**src/rtl/rca_slice_sequencer.sv**
```systemverilog
// Wide-operand adder controller: feeds one 4-bit slice per cycle into an external
// ripple_adder (LSB slice first) and assembles the WIDTH-bit result behind a valid/ready handshake.
module rca_slice_sequencer #(
  parameter int unsigned WIDTH = 16
) (
  input  logic             clk,
  input  logic             reset,
  input  logic             in_valid,
  output logic             in_ready,
  input  logic [WIDTH-1:0] in_a,
  input  logic [WIDTH-1:0] in_b,
  input  logic             in_cin,
  output logic [3:0]       add_a,
  output logic [3:0]       add_b,
  output logic             add_cin,
  input  logic [3:0]       add_sum,
  input  logic             add_cout,
  output logic             out_valid,
  input  logic             out_ready,
  output logic [WIDTH-1:0] out_sum,
  output logic             out_cout,
  output logic             out_ovf
);

  localparam int unsigned NSLICES = WIDTH / 4;
  localparam int unsigned KW      = (NSLICES > 1) ? $clog2(NSLICES) : 1;
  localparam int unsigned IW      = KW + 2;

  typedef enum logic [1:0] {
    S_IDLE = 2'd0,
    S_RUN  = 2'd1,
    S_DONE = 2'd2
  } state_t;

  state_t           state_q, state_d;
  logic [KW-1:0]    k_q, k_d;
  logic [WIDTH-1:0] a_q, a_d;
  logic [WIDTH-1:0] b_q, b_d;
  logic             carry_q, carry_d;
  logic [WIDTH-1:0] result_q, result_d;

  logic [IW-1:0]    slice_lsb;
  logic             last_slice;

  // Bit offset of the current slice; k*4 formed by appending two zero bits.
  assign slice_lsb  = {k_q, 2'b00};
  assign last_slice = (k_q == KW'(NSLICES - 1));

  // State and datapath registers.
  always_ff @(posedge clk or posedge reset) begin
    if (reset) begin
      state_q  <= S_IDLE;
      k_q      <= '0;
      a_q      <= '0;
      b_q      <= '0;
      carry_q  <= 1'b0;
      result_q <= '0;
    end else begin
      state_q  <= state_d;
      k_q      <= k_d;
      a_q      <= a_d;
      b_q      <= b_d;
      carry_q  <= carry_d;
      result_q <= result_d;
    end
  end

  // Next-state and datapath update.
  always_comb begin
    state_d  = state_q;
    k_d      = k_q;
    a_d      = a_q;
    b_d      = b_q;
    carry_d  = carry_q;
    result_d = result_q;
    case (state_q)
      S_IDLE: begin
        if (in_valid) begin
          a_d     = in_a;
          b_d     = in_b;
          carry_d = in_cin;
          k_d     = '0;
          state_d = S_RUN;
        end
      end
      S_RUN: begin
        result_d[slice_lsb +: 4] = add_sum;
        carry_d                  = add_cout;
        if (last_slice) begin
          state_d = S_DONE;
        end else begin
          k_d = k_q + KW'(1);
        end
      end
      S_DONE: begin
        if (out_ready) begin
          state_d = S_IDLE;
        end
      end
      default: state_d = S_IDLE;
    endcase
  end

  // Outputs decoded purely from registers; no path from in_* to add_*.
  always_comb begin
    in_ready  = 1'b0;
    add_a     = 4'h0;
    add_b     = 4'h0;
    add_cin   = 1'b0;
    out_valid = 1'b0;
    out_sum   = '0;
    out_cout  = 1'b0;
    out_ovf   = 1'b0;
    case (state_q)
      S_IDLE: in_ready = 1'b1;
      S_RUN: begin
        add_a   = a_q[slice_lsb +: 4];
        add_b   = b_q[slice_lsb +: 4];
        add_cin = carry_q;
      end
      S_DONE: begin
        out_valid = 1'b1;
        out_sum   = result_q;
        out_cout  = carry_q;
        out_ovf   = (a_q[WIDTH-1] == b_q[WIDTH-1]) && (result_q[WIDTH-1] != a_q[WIDTH-1]);
      end
      default: in_ready = 1'b0;
    endcase
  end

endmodule

```
**config.mk**
```make
export PLATFORM = sky130hd
export DESIGN_NAME = rca_slice_sequencer
export DESIGN_NICKNAME = d
export VERILOG_FILES = /design/src/rtl/rca_slice_sequencer.sv
export SDC_FILE = /design/constraint.sdc
export NUM_CORES = 1
export LEC_CHECK = 0
export ABC_AREA = 0
export CAP_MARGIN = 20
export CORE_MARGIN = 2
export CORE_UTILIZATION = 40
export CTS_CLUSTER_DIAMETER = 100
export CTS_CLUSTER_SIZE = 16
export DETAILED_ROUTE_END_ITERATION = 10
export PLACE_DENSITY_LB_ADDON = 0.05
export SLEW_MARGIN = 20
export SYNTH_ARGS = -nofsm -noshare
export SYNTH_HDL_FRONTEND = slang
export SYNTH_SLANG_ARGS = --single-unit
```
**constraint.sdc**
```tcl
create_clock -name clk -period 3.6 [get_ports clk]
set_input_delay 0.72 -clock clk [delete_from_list [all_inputs] [get_ports clk]]
set_output_delay 0.72 -clock clk [all_outputs]
set_load 0.03 [all_outputs]
```
# == Word-level counts from Yosys, hierarchy flattened ==
# Index checks and enable logic that the tools add are counted.
# classes
n_addsub,2
eq_ne,9
shift,4
mux,18
n_reduce_logical,7
# ops
cell,n
$shiftx 16x5->4,2
$bwmux 16,1
$mux 16,1
$shift 4x6->16 const A,1
$shiftx 4x6->16,1
$mux 2,5
$mux 4,2
$ne 2x2->1 const B,4
$mux 1,6
$neg 4->6,1
$pmux 2 s3,1
$reduce_and 3->1,2
$eq 2x2->1 const B,2
$pmux 2 s2,1
$reduce_and 2->1,2
$add 2x1->2 const B,1
$eq 2x1->1 const B,1
$logic_not 2->1,1
$pmux 1 s2,1
$reduce_bool 2->1,1
$eq 1x1->1,1
$logic_and 1x1->1,1
$ne 1x1->1,1
# totals
ff_bits,53
inputBits,42
wordCells,46

# == Depth between registers and ports, before layout ==
# Gate-level depths: netlist of the first run.
# logic_depth
word_depth,3
depth_mapped,6
mapped_depth_nobuf,5

# == Worst setup path after synthesis of the first run ==
# OpenSTA, ideal clock, no wires.
# synth_path
path_type,reg-to-output
start,register state_q[1]
end,output out_sum[10]
arrival_ps,1496
required_ps,2880
slack_ps,1384
path_stages_with_launch,6
n_path_buf,2
path_cell_list,dfrtp_1 -> buf_2 -> nand2b_1 -> inv_1 -> clkbuf_1 -> and2_1
# synth_between
elab_chain_len,2
# synth_lines
item,line_no,rtl
start: declaration,35,"state_t state_q, state_d;"
start signal: assignment,59,state_q <= state_d;
$eq 2x2->1,114,case (state_q)
$mux 16,114,
end: declaration,20,"output logic [WIDTH-1:0] out_sum,"
# Every way passes these cells.

# == Worst setup path after layout of the first run ==
# layout_path
start,register k_q[0]
end,output add_a[3]
# layout_between
elab_chain_len,2
# layout_lines
item,line_no,rtl
start: declaration,36,"logic [KW-1:0] k_q, k_d;"
start signal: assignment,60,k_q <= k_d;
$shiftx 16x5->4,117,add_a = a_q[slice_lsb +: 4];
$mux 4,114,
end: declaration,13,"output logic [3:0] add_a,"
# Every way passes these cells.

==> results.cfg, run 1 <==
[global_route]
grt_pass1_vias = 1786
grt.total_usage_pct = 15.76
grt_pass1_wl_mm = 8.845
overflow = 0
antenna_found_initial = 0
grt_max_degree = 34

[route]
wl_mm = 5.266
ant_nets = 0
post_drt_wl_per_cell_um = 15.81
dr.pass1.iters = 4
via_count = 1717
via_per_inst = 5.156
route.detailed.drc = 0
drt_iter0_markers = 52

[sta]
rsz0062_at_grt = no
clock_skew_ns = 0.007250
period_needed_ns = 3.306
slew_violations = 0
tightestPinTransition_ns = 0.8329
hold_viol_final = 0
clock.fmax_ghz = 0.3025
finalSetupViolCount = 0
period_share_pct = 91.83
slew_headroom_pct = 44.47
tns_ns = 0

[place]
dp.cells = 326
numPortBuffers = 70
hpwlAfterDp_mm = 3.783
place.gp.congestion = 0.7034

[clock_network]
clk-insertion-delay-late_ns = 0.30
tritoncts = yes
cts.path.max_buffers = 2
htreeDepth = 2
cts-root-buf = clkbuf_8
cts_resized = 0
cts_setup_buffers = 0
cts_hold_buf = 0
path_clk_slew_ns = 0.09
cts.sinks = 53
numCtsBuffers = 5

[power_and_ir_drop]
vdd_drop_max_mv = 0.4210
p_per_area_mw_per_mm2 = 813.7
power_leakage_uw = 0.001438

[worst_setup_path]
path_delay_family = flip-flops
end_kind = output port
cp-startpoint = k_q[0]$_DFFE_PP0P_
path_buf_inv = 1
crit_path_start_kind = flip-flop
r2r_start = k_q[0]$_DFFE_PP0P_
worst-setup-path-type = flip-flop to output port
path_max_fanout = 15
max_stage_delay_ns = 0.90
critPathSlowestCell = dfrtp_1
arrival_ns = 2.59
rrSetupSlack_ns = 1.10
required_ns = 2.88
path_cells = mux4_1, and2_1, clkdlybuf4s50_1

[cells_and_area]
drive_gt1_share_pct = 21.48
syn_to_final_growth_pct = 32.22
final_cell_mix = clkdlybuf4s50_1 (70), dfrtp_1 (53), mux2_2 (31), and2_1 (26), a22o_1 (16)
seqCellArea_mm2 = 0.001326
post-route-util_pct = 54.32
fillerInstances = 554
layout_commonest_cell = clkdlybuf4s50_1
final_cells = 333
multiInputGateArea_mm2 = 0.001179
diodes = 0
nets = 303

[synth]
yosys_warnings = 0
syn_area_mm2 = 0.002594
syn-num-nets = 232
ys_seq_area_share_pct = 51.13
ys_ff_latch = 53
syn_area_per_cell_um2 = 14.02
netlist_instances = 185
yosysUniqueCellTypes = 27

[floorplanning]
fp.dieW_um = 84.53
num_rows = 29
core_area_mm2 = 0.006314
start_util_pct = 41.08
fp.dieH_um = 84.53
die_area_mm2 = 0.007144
io-pin-count = 71

[min_path]
hold_path.class = flip-flop to flip-flop
holdCritStartpoint = b_q[6]$_DFFE_PP0P_

[status]
status = complete, no violations

[job]
maxCapViolations = 0
==> area by class of cell <==
type                       count  share of cell area, %
sequential                    53                  38.67
multi-input combinational    118                  34.37
timing repair buffer          73                  21.09
tap                           77                  2.809
clock buffer                   7                  2.517
inverter                       5                 0.5472
==> power breakdown <==
group | internal, uW | switching, uW | total (uW)
combinational | 749 | 582 | 1330
sequential | 888 | 239 | 1130
clock | 153 | 180 | 333
==> per-layer routing <==
metal	up-vias	global-route usage [%]	wire [um]
li1	805	-	-
met3	5	4.818	315
met2	43	24.98	2558
met5	-	0	0
met1	864	21.33	2331
met4	0	3.896	61
==> cell families (layout without fill, tap and decap cells) <==
kind of cell | Yosys count | count (layout) | share of synthesized area (%)
compound gates | 22 | 22 | 6.560
fa+ha+maj | 5 | 5 | 2.412
buf+inv | 14 | 85 | 3.425
flops | 53 | 53 | 51.13
mux | 41 | 41 | 21.42
simple gates | 50 | 50 | 15.05
==> per-stage QoR <==
| stage | instance area [um2] | worst slack, ns | power [uW] | hold slack [ns] |
|---|---|---|---|---|
| final | 3430 | 0.2942 | 2790 | 0.4945 |
| after detailed placement | 3343 | 0.5844 | 2498 | 0.4789 |
| after global placement | 3343 | 0.6181 | 2471 | 0.4748 |
| after global routing | 3430 | 0.1407 | 2998 | 0.5129 |
| after CTS | 3430 | 0.2420 | 2841 | 0.5011 |
| after floorplan | 2594 | 1.384 | 2104 | 0.4532 |
==> cell usage after synthesis <==
library cell / number / area [um2]
dfrtp_1: 53 / 1326
mux2_2: 31 / 349.1
and2_1: 26 / 162.7
a22o_1: 16 / 140.1
mux4_2: 7 / 157.7
ha_1: 5 / 62.56
inv_1: 5 / 18.77
nor2_1: 5 / 18.77
buf_6: 4 / 45.04
nand2_1: 4 / 15.01
o21ai_0: 4 / 20.02
nand3b_1: 3 / 22.52
nor4b_4: 3 / 71.32
a21oi_1: 2 / 10.01
buf_2: 2 / 10.01
clkbuf_1: 2 / 7.510
mux2_1: 2 / 22.52
nand2b_1: 2 / 12.51
and3b_1: 1 / 8.760
buf_4: 1 / 7.510
mux4_1: 1 / 26.28
nand3b_4: 1 / 20.02
nor2b_1: 1 / 6.260
nor3b_1: 1 / 7.510
nor3b_4: 1 / 18.77
nor4b_2: 1 / 15.01
or3b_4: 1 / 11.26
==> state kept, by name, indices dropped and copies added, names as in the netlist <==
signal,count
carry_q,1
result_q,16
b_q,16
a_q,16
k_q,2
state_q,2
==> path summary, 6_finish.rpt <==
| kind | to | depth (start not counted) |
|---|---|---|
| setup / recovery | add_a[3] | 3 |
| hold / removal | b_q[6]$_DFFE_PP0P_ | 1 |
| setup reg to reg | result_q[10]$_DFFE_PP0P_ | 5 |
| hold reg to reg | b_q[6]$_DFFE_PP0P_ | 1 |
| max in group asynchronous | b_q[1]$_DFFE_PP0P_ | 3 |
| min in group asynchronous | a_q[6]$_DFFE_PP0P_ | 2 |
Power figures use the tool's default switching activity.
==> inputs of run 2 (changes only) <==
Settings changed: CORE_UTILIZATION 40 to 50.
==> run 2 against run 1 <==
First-iteration DRC count is 67% higher; sequential cell count is the same; cell area is 0.66% higher; sequential power about the same; die area shrank 19%; non-clock buffer count did not move; fmax up 1.3%; global-route usage up 3.1 points; register-to-register slack is essentially flat; via count decreased by 1.3%; sequential share of layout area fell by 0.25 points.
==> results.cfg, run 2 (synthesis results as in run 1) <==
[status]
status = complete, no violations

[worst_setup_path]
path_max_fanout = 15
max_stage_delay_ns = 0.86
path_cells = mux4_1, and2_1, clkdlybuf4s50_1
worst-setup-path-type = flip-flop to output port
cp.depth = 3
path_buf_inv = 1
end_kind = output port
required_ns = 2.88
arrival_ns = 2.54
reg2regPathDepth = 5
crit_path_start_kind = flip-flop
path_delay_family = flip-flops
critPathSlowestCell = dfrtp_1

[place]
place.gp.congestion = 0.7404
numPortBuffers = 70
post-place-ws_ns = 0.6228
hpwlAfterDp_mm = 3.541

[sta]
slew_headroom_pct = 40.89
period_needed_ns = 3.264
clock_skew_ns = 0.003206
finalSetupViolCount = 0
holdWs_ns = 0.4952
hold_viol_final = 0
period_share_pct = 90.67
setup_ws_ns = 0.3360
slew_violations = 0
clock.fmax_ghz = 0.3064
rsz0062_at_grt = no
tns_ns = 0
tightestPinTransition_ns = 0.8857

[clock_network]
cts.sinks = 53
cts.path.max_buffers = 2
cts_hold_buf = 0
tritoncts = yes
htreeDepth = 2
numCtsBuffers = 5
clk-insertion-delay-late_ns = 0.30
path_clk_slew_ns = 0.09
cts_resized = 0
cts-root-buf = clkbuf_8
cts_setup_buffers = 0

[route]
ant_nets = 0
wl_mm = 4.923
post_drt_wl_per_cell_um = 15.06
dr.pass1.iters = 4
drt_iter0_markers = 87
route.detailed.drc = 0
via_per_inst = 5.180
via_count = 1694

[job]
maxCapViolations = 0

[global_route]
antenna_found_initial = 0
grt_pass1_vias = 1739
overflow = 0
grt.total_usage_pct = 18.89
grt_max_degree = 54
grt_pass1_wl_mm = 8.583

[cells_and_area]
top_regs = a_q x16, b_q x16, result_q x16
diodes = 0
final_cell_mix = clkdlybuf4s50_1 (70), dfrtp_1 (53), mux2_2 (31), and2_1 (26), a22o_1 (16)
layout_commonest_cell = clkdlybuf4s50_1
post-route-util_pct = 68.46
drive_gt1_share_pct = 21.79
nets = 303
fillerInstances = 393
syn_to_final_growth_pct = 33.09

[floorplanning]
core_area_mm2 = 0.005042
io-pin-count = 71
num_rows = 26
fp.dieW_um = 76.03
fp.dieH_um = 76.03
start_util_pct = 51.44
die_area_mm2 = 0.005780

[power_and_ir_drop]
p_per_area_mw_per_mm2 = 832.7
power_leakage_uw = 0.001451
total_power_uw = 2875
vdd_drop_max_mv = 0.4540

[min_path]
hold_path_depth = 1
hold_path.class = flip-flop to flip-flop
[run 2: cell types whose count changed in the layout (fill, tap and decap cells not counted)]
cell       before  now
bufinv_16       0    1
inv_2           1    0
clkinv_2        0    1
[run 2: where the power goes]
part	total [uW]	leakage (uW)	switching [uW]	internal (uW)
Sequential	1110	0.000658	218	889
Clock	416	0.0000585	190	227
Combinational	1350	0.000735	596	755
[run 2: final cells by class]
type	count	area, um2	area share [%]
repair buffers	73	723.2	20.95
clock inverters	1	30.03	0.8699
multi-input cells	118	1179	34.14
inverters	5	20.02	0.5799
flip-flops and latches	53	1326	38.42
clock buffers	7	86.33	2.501
well taps	70	87.58	2.537
[run 2: layer usage]
| layer | up-vias | track usage, % | share of wire [%] |
|---|---|---|---|
| met5 | - | 0 | 0 |
| met4 | 0 | 6.545 | 1.2 |
| met3 | 6 | 5.450 | 4.6 |
| met2 | 38 | 30.00 | 50 |
| met1 | 849 | 25.12 | 44 |
| li1 | 801 | - | - |
[run 2: final timing paths]
kind	from	to	slack, ns
max	k_q[0]$_DFFE_PP0P_	add_a[3]	0.34
min	b_q[7]$_DFFE_PP0P_	b_q[7]$_DFFE_PP0P_	0.50
max reg2reg	k_q[0]$_DFFE_PP0P_	result_q[11]$_DFFE_PP0P_	1.11
min reg2reg	b_q[7]$_DFFE_PP0P_	b_q[7]$_DFFE_PP0P_	0.50
max in group asynchronous	reset	b_q[14]$_DFFE_PP0P_	2.19
min in group asynchronous	reset	result_q[10]$_DFFE_PP0P_	0.89
[run 2: per-stage QoR]
step	area, um2	std cells
final	3452	327
after CTS	3451	327
after global placement	3334	319
after detailed placement	3334	319
after floorplan	2594	185
after global routing	3452	327
==> inputs of run 3 (changes only) <==
Settings changed: SKIP_LAST_GASP set to 1.
==> results of run 3 <==
No change in the layout: final DEF, timing and power equal those of run 2.
